===== src/rtl/dma_copy_ctrl.sv =====
// Word-granular memory-to-memory copy engine driving the shared dmem port.
// Each word is a read/write pair; the port is released for one cycle every BURST words.
module dma_copy_ctrl #(
    parameter int LEN_W = 16,
    parameter int BURST = 4
) (
    input  logic             clk,
    input  logic             rst,
    input  logic [31:0]      cfg_src,
    input  logic [31:0]      cfg_dst,
    input  logic [LEN_W-1:0] cfg_len,
    input  logic             cfg_start,
    output logic             busy,
    output logic             done,
    output logic             err,
    output logic             irq,
    output logic             bus_req,
    input  logic             bus_gnt,
    output logic [31:0]      dmem_addr,
    output logic [31:0]      dmem_write_data,
    output logic [1:0]       dmem_size,
    output logic             dmem_read_en,
    output logic             dmem_write_en,
    input  logic [31:0]      dmem_read_data,
    input  logic             mem_fault
);

    localparam int BW = $clog2(BURST + 1);

    typedef enum logic [2:0] {
        IDLE, REQ, RD, RDW, WR, WRW, REL, FIN
    } state_t;

    state_t            state_q, state_d;
    logic [31:0]       src_q, src_d;
    logic [31:0]       dst_q, dst_d;
    logic [LEN_W-1:0]  count_q, count_d;
    logic [BW-1:0]     burst_q, burst_d;
    logic [31:0]       data_q, data_d;
    logic [31:0]       addr_q, addr_d;
    logic              busy_q, busy_d;
    logic              done_q, done_d;
    logic              err_q, err_d;
    logic              irq_q, irq_d;
    logic              bus_req_q, bus_req_d;
    logic              rd_en_q, rd_en_d;
    logic              wr_en_q, wr_en_d;
    logic              go_fin, go_err;

    // Outputs are computed from the next state so every strobe and address is a flop
    // that is valid in exactly the cycle the FSM sits in the matching state.
    always_comb begin
        state_d = state_q;
        src_d   = src_q;
        dst_d   = dst_q;
        count_d = count_q;
        burst_d = burst_q;
        data_d  = data_q;
        addr_d  = addr_q;
        busy_d  = busy_q;
        done_d  = done_q;
        err_d   = err_q;
        irq_d   = 1'b0;
        rd_en_d = 1'b0;
        wr_en_d = 1'b0;
        go_fin  = 1'b0;
        go_err  = 1'b0;

        case (state_q)
            IDLE: begin
                if (cfg_start) begin
                    if (cfg_src[1:0] != 2'b00 || cfg_dst[1:0] != 2'b00 || cfg_len == '0) begin
                        err_d  = 1'b1;
                        done_d = 1'b1;
                        irq_d  = 1'b1;
                    end else begin
                        src_d   = cfg_src;
                        dst_d   = cfg_dst;
                        count_d = cfg_len;
                        done_d  = 1'b0;
                        err_d   = 1'b0;
                        busy_d  = 1'b1;
                        state_d = REQ;
                    end
                end
            end
            REQ: begin
                if (bus_gnt) begin
                    burst_d = '0;
                    rd_en_d = 1'b1;
                    addr_d  = src_q;
                    state_d = RD;
                end
            end
            RD: state_d = RDW;
            RDW: begin
                data_d = dmem_read_data;
                if (mem_fault) begin
                    go_fin = 1'b1;
                    go_err = 1'b1;
                end else begin
                    wr_en_d = 1'b1;
                    addr_d  = dst_q;
                    state_d = WR;
                end
            end
            WR: begin
                src_d   = src_q + 32'd4;
                dst_d   = dst_q + 32'd4;
                count_d = count_q - LEN_W'(1);
                burst_d = burst_q + BW'(1);
                state_d = WRW;
            end
            WRW: begin
                if (mem_fault) begin
                    go_fin = 1'b1;
                    go_err = 1'b1;
                end else if (count_q == '0) begin
                    go_fin = 1'b1;
                end else if (burst_q == BW'(BURST)) begin
                    state_d = REL;
                end else begin
                    rd_en_d = 1'b1;
                    addr_d  = src_q;
                    state_d = RD;
                end
            end
            REL: state_d = REQ;
            FIN: state_d = IDLE;
            default: state_d = IDLE;
        endcase

        if (go_fin) begin
            state_d = FIN;
            busy_d  = 1'b0;
            done_d  = 1'b1;
            irq_d   = 1'b1;
            err_d   = go_err;
        end

        bus_req_d = (state_d == REQ) || (state_d == RD) || (state_d == RDW) ||
                    (state_d == WR)  || (state_d == WRW);
    end

    always_ff @(posedge clk) begin
        if (rst) begin
            state_q   <= IDLE;
            src_q     <= '0;
            dst_q     <= '0;
            count_q   <= '0;
            burst_q   <= '0;
            data_q    <= '0;
            addr_q    <= '0;
            busy_q    <= 1'b0;
            done_q    <= 1'b0;
            err_q     <= 1'b0;
            irq_q     <= 1'b0;
            bus_req_q <= 1'b0;
            rd_en_q   <= 1'b0;
            wr_en_q   <= 1'b0;
        end else begin
            state_q   <= state_d;
            src_q     <= src_d;
            dst_q     <= dst_d;
            count_q   <= count_d;
            burst_q   <= burst_d;
            data_q    <= data_d;
            addr_q    <= addr_d;
            busy_q    <= busy_d;
            done_q    <= done_d;
            err_q     <= err_d;
            irq_q     <= irq_d;
            bus_req_q <= bus_req_d;
            rd_en_q   <= rd_en_d;
            wr_en_q   <= wr_en_d;
        end
    end

    assign busy            = busy_q;
    assign done            = done_q;
    assign err             = err_q;
    assign irq             = irq_q;
    assign bus_req         = bus_req_q;
    assign dmem_addr       = addr_q;
    assign dmem_write_data = data_q;
    assign dmem_size       = 2'b10;
    assign dmem_read_en    = rd_en_q;
    assign dmem_write_en   = wr_en_q;

endmodule


===== config.mk =====
export PLATFORM = sky130hd
export DESIGN_NAME = dma_copy_ctrl
export DESIGN_NICKNAME = d
export VERILOG_FILES = /design/src/rtl/dma_copy_ctrl.sv
export SDC_FILE = /design/constraint.sdc
export NUM_CORES = 1
export LEC_CHECK = 0
export ABC_AREA = 0
export CORE_UTILIZATION = 40
export CTS_CLUSTER_DIAMETER = 120
export DETAILED_ROUTE_END_ITERATION = 6
export PLACE_DENSITY = 0.63
export SYNTH_ARGS = -nofsm -noshare
export SYNTH_HDL_FRONTEND = slang
export SYNTH_SLANG_ARGS = --single-unit

===== constraint.sdc =====
create_clock -name clk -period 2.9 [get_ports clk]
set_input_delay 0.725 -clock clk [delete_from_list [all_inputs] [get_ports clk]]
set_output_delay 0.725 -clock clk [all_outputs]
set_load 0.01 [all_outputs]

# Word level (Yosys, flattened, before mapping)
# Index checks and enable logic that the tools add are counted.
# Widths: inputs -> output; s select.
word_totals:
  elab_cells: 109
  reg_bits: 157
classes:
  add_sub_neg: 4
  n_bitwise: 2
  n_reduce_logical: 24
  n_mux: 45
  eq_ne: 20
op_table:
  columns: ["operator", "n"]
  rows:
  - ["$mux 32", 9]
  - ["$pmux 32 s2", 2]
  - ["$pmux 32 s3", 1]
  - ["$add 32x3->32 const B", 2]
  - ["$logic_not 16->1", 2]
  - ["$mux 16", 2]
  - ["$pmux 16 s2", 1]
  - ["$mux 3", 9]
  - ["$pmux 3 s8", 1]
  - ["$eq 3x3->1 const B", 7]
  - ["$mux 1", 17]
  - ["$sub 16x1->16 const B", 1]
  - ["$ne 2x2->1 const B", 7]
  - ["$eq 3x2->1 const B", 4]
  - ["$reduce_bool 2->1", 6]
  - ["$eq 3x1->1 const B", 2]
  - ["$logic_or 1x1->1", 6]
  - ["$pmux 3 s2", 1]
  - ["$reduce_and 3->1", 2]
  - ["$reduce_and 6->1", 1]
  - ["$reduce_or 2->1", 3]
  - ["$pmux 1 s2", 2]
  - ["$reduce_and 2->1", 2]
  - ["$add 3x1->3 const B", 1]
  - ["other kinds (3)", 4]

# Logic depth before layout (Yosys ltp)
logic_depth:
  ltp_word: 12
  ltp_mapped: 10
  depth_no_buf: 7

# Worst setup path before layout
# OpenSTA, ideal clock, no wires.
synth_timing:
  path_type: "input-to-reg"
  start: "input port cfg_src[1]"
  end: "register src_q[18]"
  setup_time_ps: 132
  slack_ps: 505
  arrival_time_ps: 2263
  t_required_ps: 2768
  cell_stages: 6
  n_path_buf: 1
  path_cell_list: "or4_1 a41oi_1 a21oi_1 clkbuf_1 a221oi_1 a21oi_1"
synth_between:
  elab_chain_len: 5
synth_lines:
  columns: ["item", "line", "rtl"]
  rows:
  - ["start, declared", "9", "input logic [31:0] cfg_src,"]
  - ["$reduce_bool 2->1", "72", "if (cfg_src[1:0] != 2'b00 || cfg_dst[1:0] != 2'b00 || cfg_len == '0) begin"]
  - ["$logic_or 1x1->1 (2 in a row)", "72", null]
  - ["$ne 2x2->1 (no line)", null, null]
  - ["$reduce_and 3->1 (no line)", null, null]
  - ["end signal, assigned", "163", "src_q <= src_d;"]
  - ["end, declared", "35", "logic [31:0] src_q, src_d;"]
# Every way passes these cells.
# A chain may end at the register's enable or synchronous reset.

# Final worst setup path
layout_timing:
  start: "input port cfg_len[14]"
  end: "register dst_q[5]"
layout_between:
  elab_chain_len: 4
layout_lines:
  columns: ["item", "line", "rtl"]
  rows:
  - ["start, declared", "11", "input logic [LEN_W-1:0] cfg_len,"]
  - ["$logic_not 16->1", "72", null]
  - ["$logic_or 1x1->1", "72", null]
  - ["$ne 2x2->1 (no line)", null, null]
  - ["$reduce_and 3->1 (no line)", null, null]
  - ["end signal, assigned", "164", "dst_q <= dst_d;"]
  - ["end, declared", "36", "logic [31:0] dst_q, dst_d;"]
# Every way passes these cells.

==> results.md <==
* Crit path DAT at 2.85 ns
* Fillers at 1,777
* Hold crit path type: register to register
* Clock buffer depth at 2
* Fin crit share at 86.0%
* Layout cells sized above 1 at 10.5%
* Number of global-route vias before repair at 7,304
* Worst setup path class: primary input to register
* Fmax at 401 MHz
* Setup repair after global routing missed its margin: false
* Vias/cell at 5.64
* Max cap viols at 0
* CP most frequent cell: buf_4
* Area Growth Syn to Fin at 37.5%
* Clock Skews at 0.00873 ns
* All-layer global routing usage at 24.7%
* Synthesized instance count at 977
* Worst-Margin Slew at 0.786 ns
* Top Ports at 190
* Final net count at 1,274
* Die area at 20,200 um^2
* Final setup viols at 0
* CTS-repair resized insts at 0
* Final Slew Violations at 0
* Routed Antenna Nets at 0
* Diode count at 0
* Worst relative slew slack at 47.6%
* Synthesis Warnings at 0
* First drt pass iteration count at 5
* Critical-path cell list: clkdlybuf4s50_1 -> nor4_1 -> a41oi_1 -> buf_4 -> a21oi_2 -> buf_4 -> o21ai_0 -> a21oi_1
* Chip height at 142 um
* Port Buf Inserts at 187
* Wire per inst at 17.3 um
* CP startpoint kind: primary input
* CTS tree: done
* VDD IR-drop max at 404 uV
* Sequential cell area fraction in the yosys report at 40.1%
* CTS root buffer: clkbuf_16
* Post-synth EDFFs at 0
* Avg Inst Size Synth at 8.03 um^2
* Initial antenna violation count at 0
* Sum Neg Setup Slack at 0 ns
* PD cells at 478 nW/um^2
* Total nets after synthesis at 1,100
* DRC viols at 0
* Fin cells at 1,422
* Worst path max stage delay at 0.44 ns
* Post-CTS setup repair buffer count at 0
* CTS buffer count at 17
* Post-CTS Hold Buffers at 0
* Library cells used by synthesis at 62
* GP Congestion at 0.872
* Status: completed
* Final hold vios at 0
* DP Cell Count at 1,392
* Clock Pin Slew Worst Setup and Hold Paths at 0.06 ns
* Wirelength, routed at 24.6 mm
* Hpwl dp at 17.0 mm
* DRT iter0 DRCs at 623
* Slowest CP cell: clkdlybuf4s50_1
* Flops & latches, synth at 157
* Clock sinks at 157
* Vias at 8,014
* Asr flop ratio synth at 0%
* Largest net degree at the start of global routing at 67
* First-pass GRT wire length at 38.9 mm
* Worst Setup End Kind: register
* CORE AREA at 19,000 um^2
* Initial Util at 41.4%
* Die Wd at 142 um
* Primary FF master, synth: dfxtp_1
* CP max FO at 9
* Min Tclk post-route at 2.49 ns
* CP required at 3.25 ns
* # rows at 50
* Pleak at 3.50 nW
* Total congestion overflow at 0
* Clk Latency, worst-skew pair at 0.42 ns
* Cell area after synthesis at 7840 um^2
* H-tree depth at 4
==> through the flow <==
| stage | util [%] | setup slack (ns) | hold slack, ns | power [W] | cell area (um^2) |
|---|---|---|---|---|---|
| floorplan | - | 0.505 | 0.430 | 0.00250 | 7840 |
| global placement | 53.6 | -0.0123 | 0.441 | 0.00280 | 10200 |
| detailed placement | 53.6 | -0.0139 | 0.444 | 0.00280 | 10200 |
| CTS | 56.9 | 0.411 | 0.454 | 0.00518 | 10800 |
| global route | 56.9 | 0.181 | 0.470 | 0.00531 | 10800 |
| finish | 56.9 | 0.406 | 0.452 | 0.00515 | 10800 |
==> path summary, 6_finish.rpt <==
kind | startpoint | end | slack, ns | cells past startpoint
hold / removal | dmem_write_data[26] | dmem_write_data[26] | 0.45 | 2
setup reg to reg | state_q[1] | src_q[25] | 0.55 | 5
setup / recovery | cfg_len[14] | dst_q[5] | 0.41 | 8
hold reg to reg | dmem_write_data[26] | dmem_write_data[26] | 0.45 | 2
==> cells by family after synthesis <==
family	count (synthesis)	share of synthesized area (%)
xor gates and xnor gates	14	1.56
DFF	157	40.1
muxes	4	0.511
AOI/OAI and AO/OA	262	24.1
buffers and inverters	90	5.03
other	2	0.0958
and+or+nand+nor	442	27.6
adders and majority gates	6	0.957
==> placed cells by master (no fill, tap or decap), drive strengths merged, types with 4 or more instances in the layout <==
master           n
a21oi          101
or3             14
o22ai           12
nand2b           7
and3             7
and4             4
or4              4
and2             8
buf             44
bufinv           4
nand2          192
clkbuf          20
a31oi           19
nor4            24
mux2i            4
nand4           15
nand3b           6
nor2            48
or2              6
nand3           38
a2bb2oi          5
o31a             4
dfxtp          157
inv             15
nor3            54
a32oi            4
a311oi          35
xnor2            8
clkdlybuf4s50  186
ha               6
o211ai          14
nor2b            8
a211oi           8
xor2             6
o21ai           22
a22oi           16
o311ai           5
==> cell usage after synthesis, types with 8 or more instances <==
master / count / area (um^2)
a211oi_1: 8 / 60.1
a21oi_1: 101 / 505
a22oi_1: 16 / 120
a311oi_2: 30 / 450
a31oi_1: 19 / 119
and2_1: 8 / 50.1
buf_2: 14 / 70.1
clkbuf_1: 53 / 199
dfxtp_1: 157 / 3140
inv_1: 15 / 56.3
nand2_1: 192 / 721
nand3_1: 38 / 190
nand4_1: 14 / 87.6
nor2_1: 48 / 180
nor2b_1: 8 / 50.1
nor3_1: 53 / 265
nor4_1: 19 / 119
o211ai_1: 14 / 105
o21ai_0: 22 / 110
o22ai_1: 12 / 75.1
or3_1: 14 / 87.6
xnor2_1: 8 / 70.1
==> power breakdown <==
group	switching [W]	total [W]	internal (W)	leakage, nW
logic	0.000227	0.000518	0.000291	1.94
registers	0.0000393	0.00224	0.00220	1.27
clock network	0.000914	0.00239	0.00148	0.294
==> registers in the layout, summed over array words and instances, names as in the netlist <==
| signal | count |
|---|---|
| done | 1 |
| bus_req | 1 |
| err | 1 |
| busy | 1 |
| state_q | 3 |
| dst_q | 32 |
| irq | 1 |
| src_q | 32 |
| dmem_write_en | 1 |
| count_q | 16 |
| dmem_write_data | 32 |
| dmem_read_en | 1 |
| burst_q | 3 |
| dmem_addr | 32 |
==> layer usage <==
metal,share of wire [%],vias to the layer above,global-route usage (%)
met5,0,-,0
met4,1.1,0,6.62
met3,6.9,18,5.75
met2,45,295,38.8
met1,47,3782,33.8
li1,-,3919,-
==> layout make-up <==
class                           count  area (um^2)  share of cell area (%)
Inverter                           15         56.3                   0.522
Timing Repair Buffer              230         2300                    21.4
Clock inverter                     10          165                    1.53
Multi-Input combinational cell    730         4330                    40.2
Sequential cell                   157         3140                    29.2
Clock buffer                       20          457                    4.24
Tap cell                          260          325                    3.02
==> critical path: cells and delay by family <==
| family | cells | cell delay [ns] |
|---|---|---|
| and+or+nand+nor | 1 | 0.39 |
| buffers and inverters | 3 | 0.90 |
| AOI/OAI and AO/OA | 4 | 0.84 |
Power figures use the tool's default switching activity.
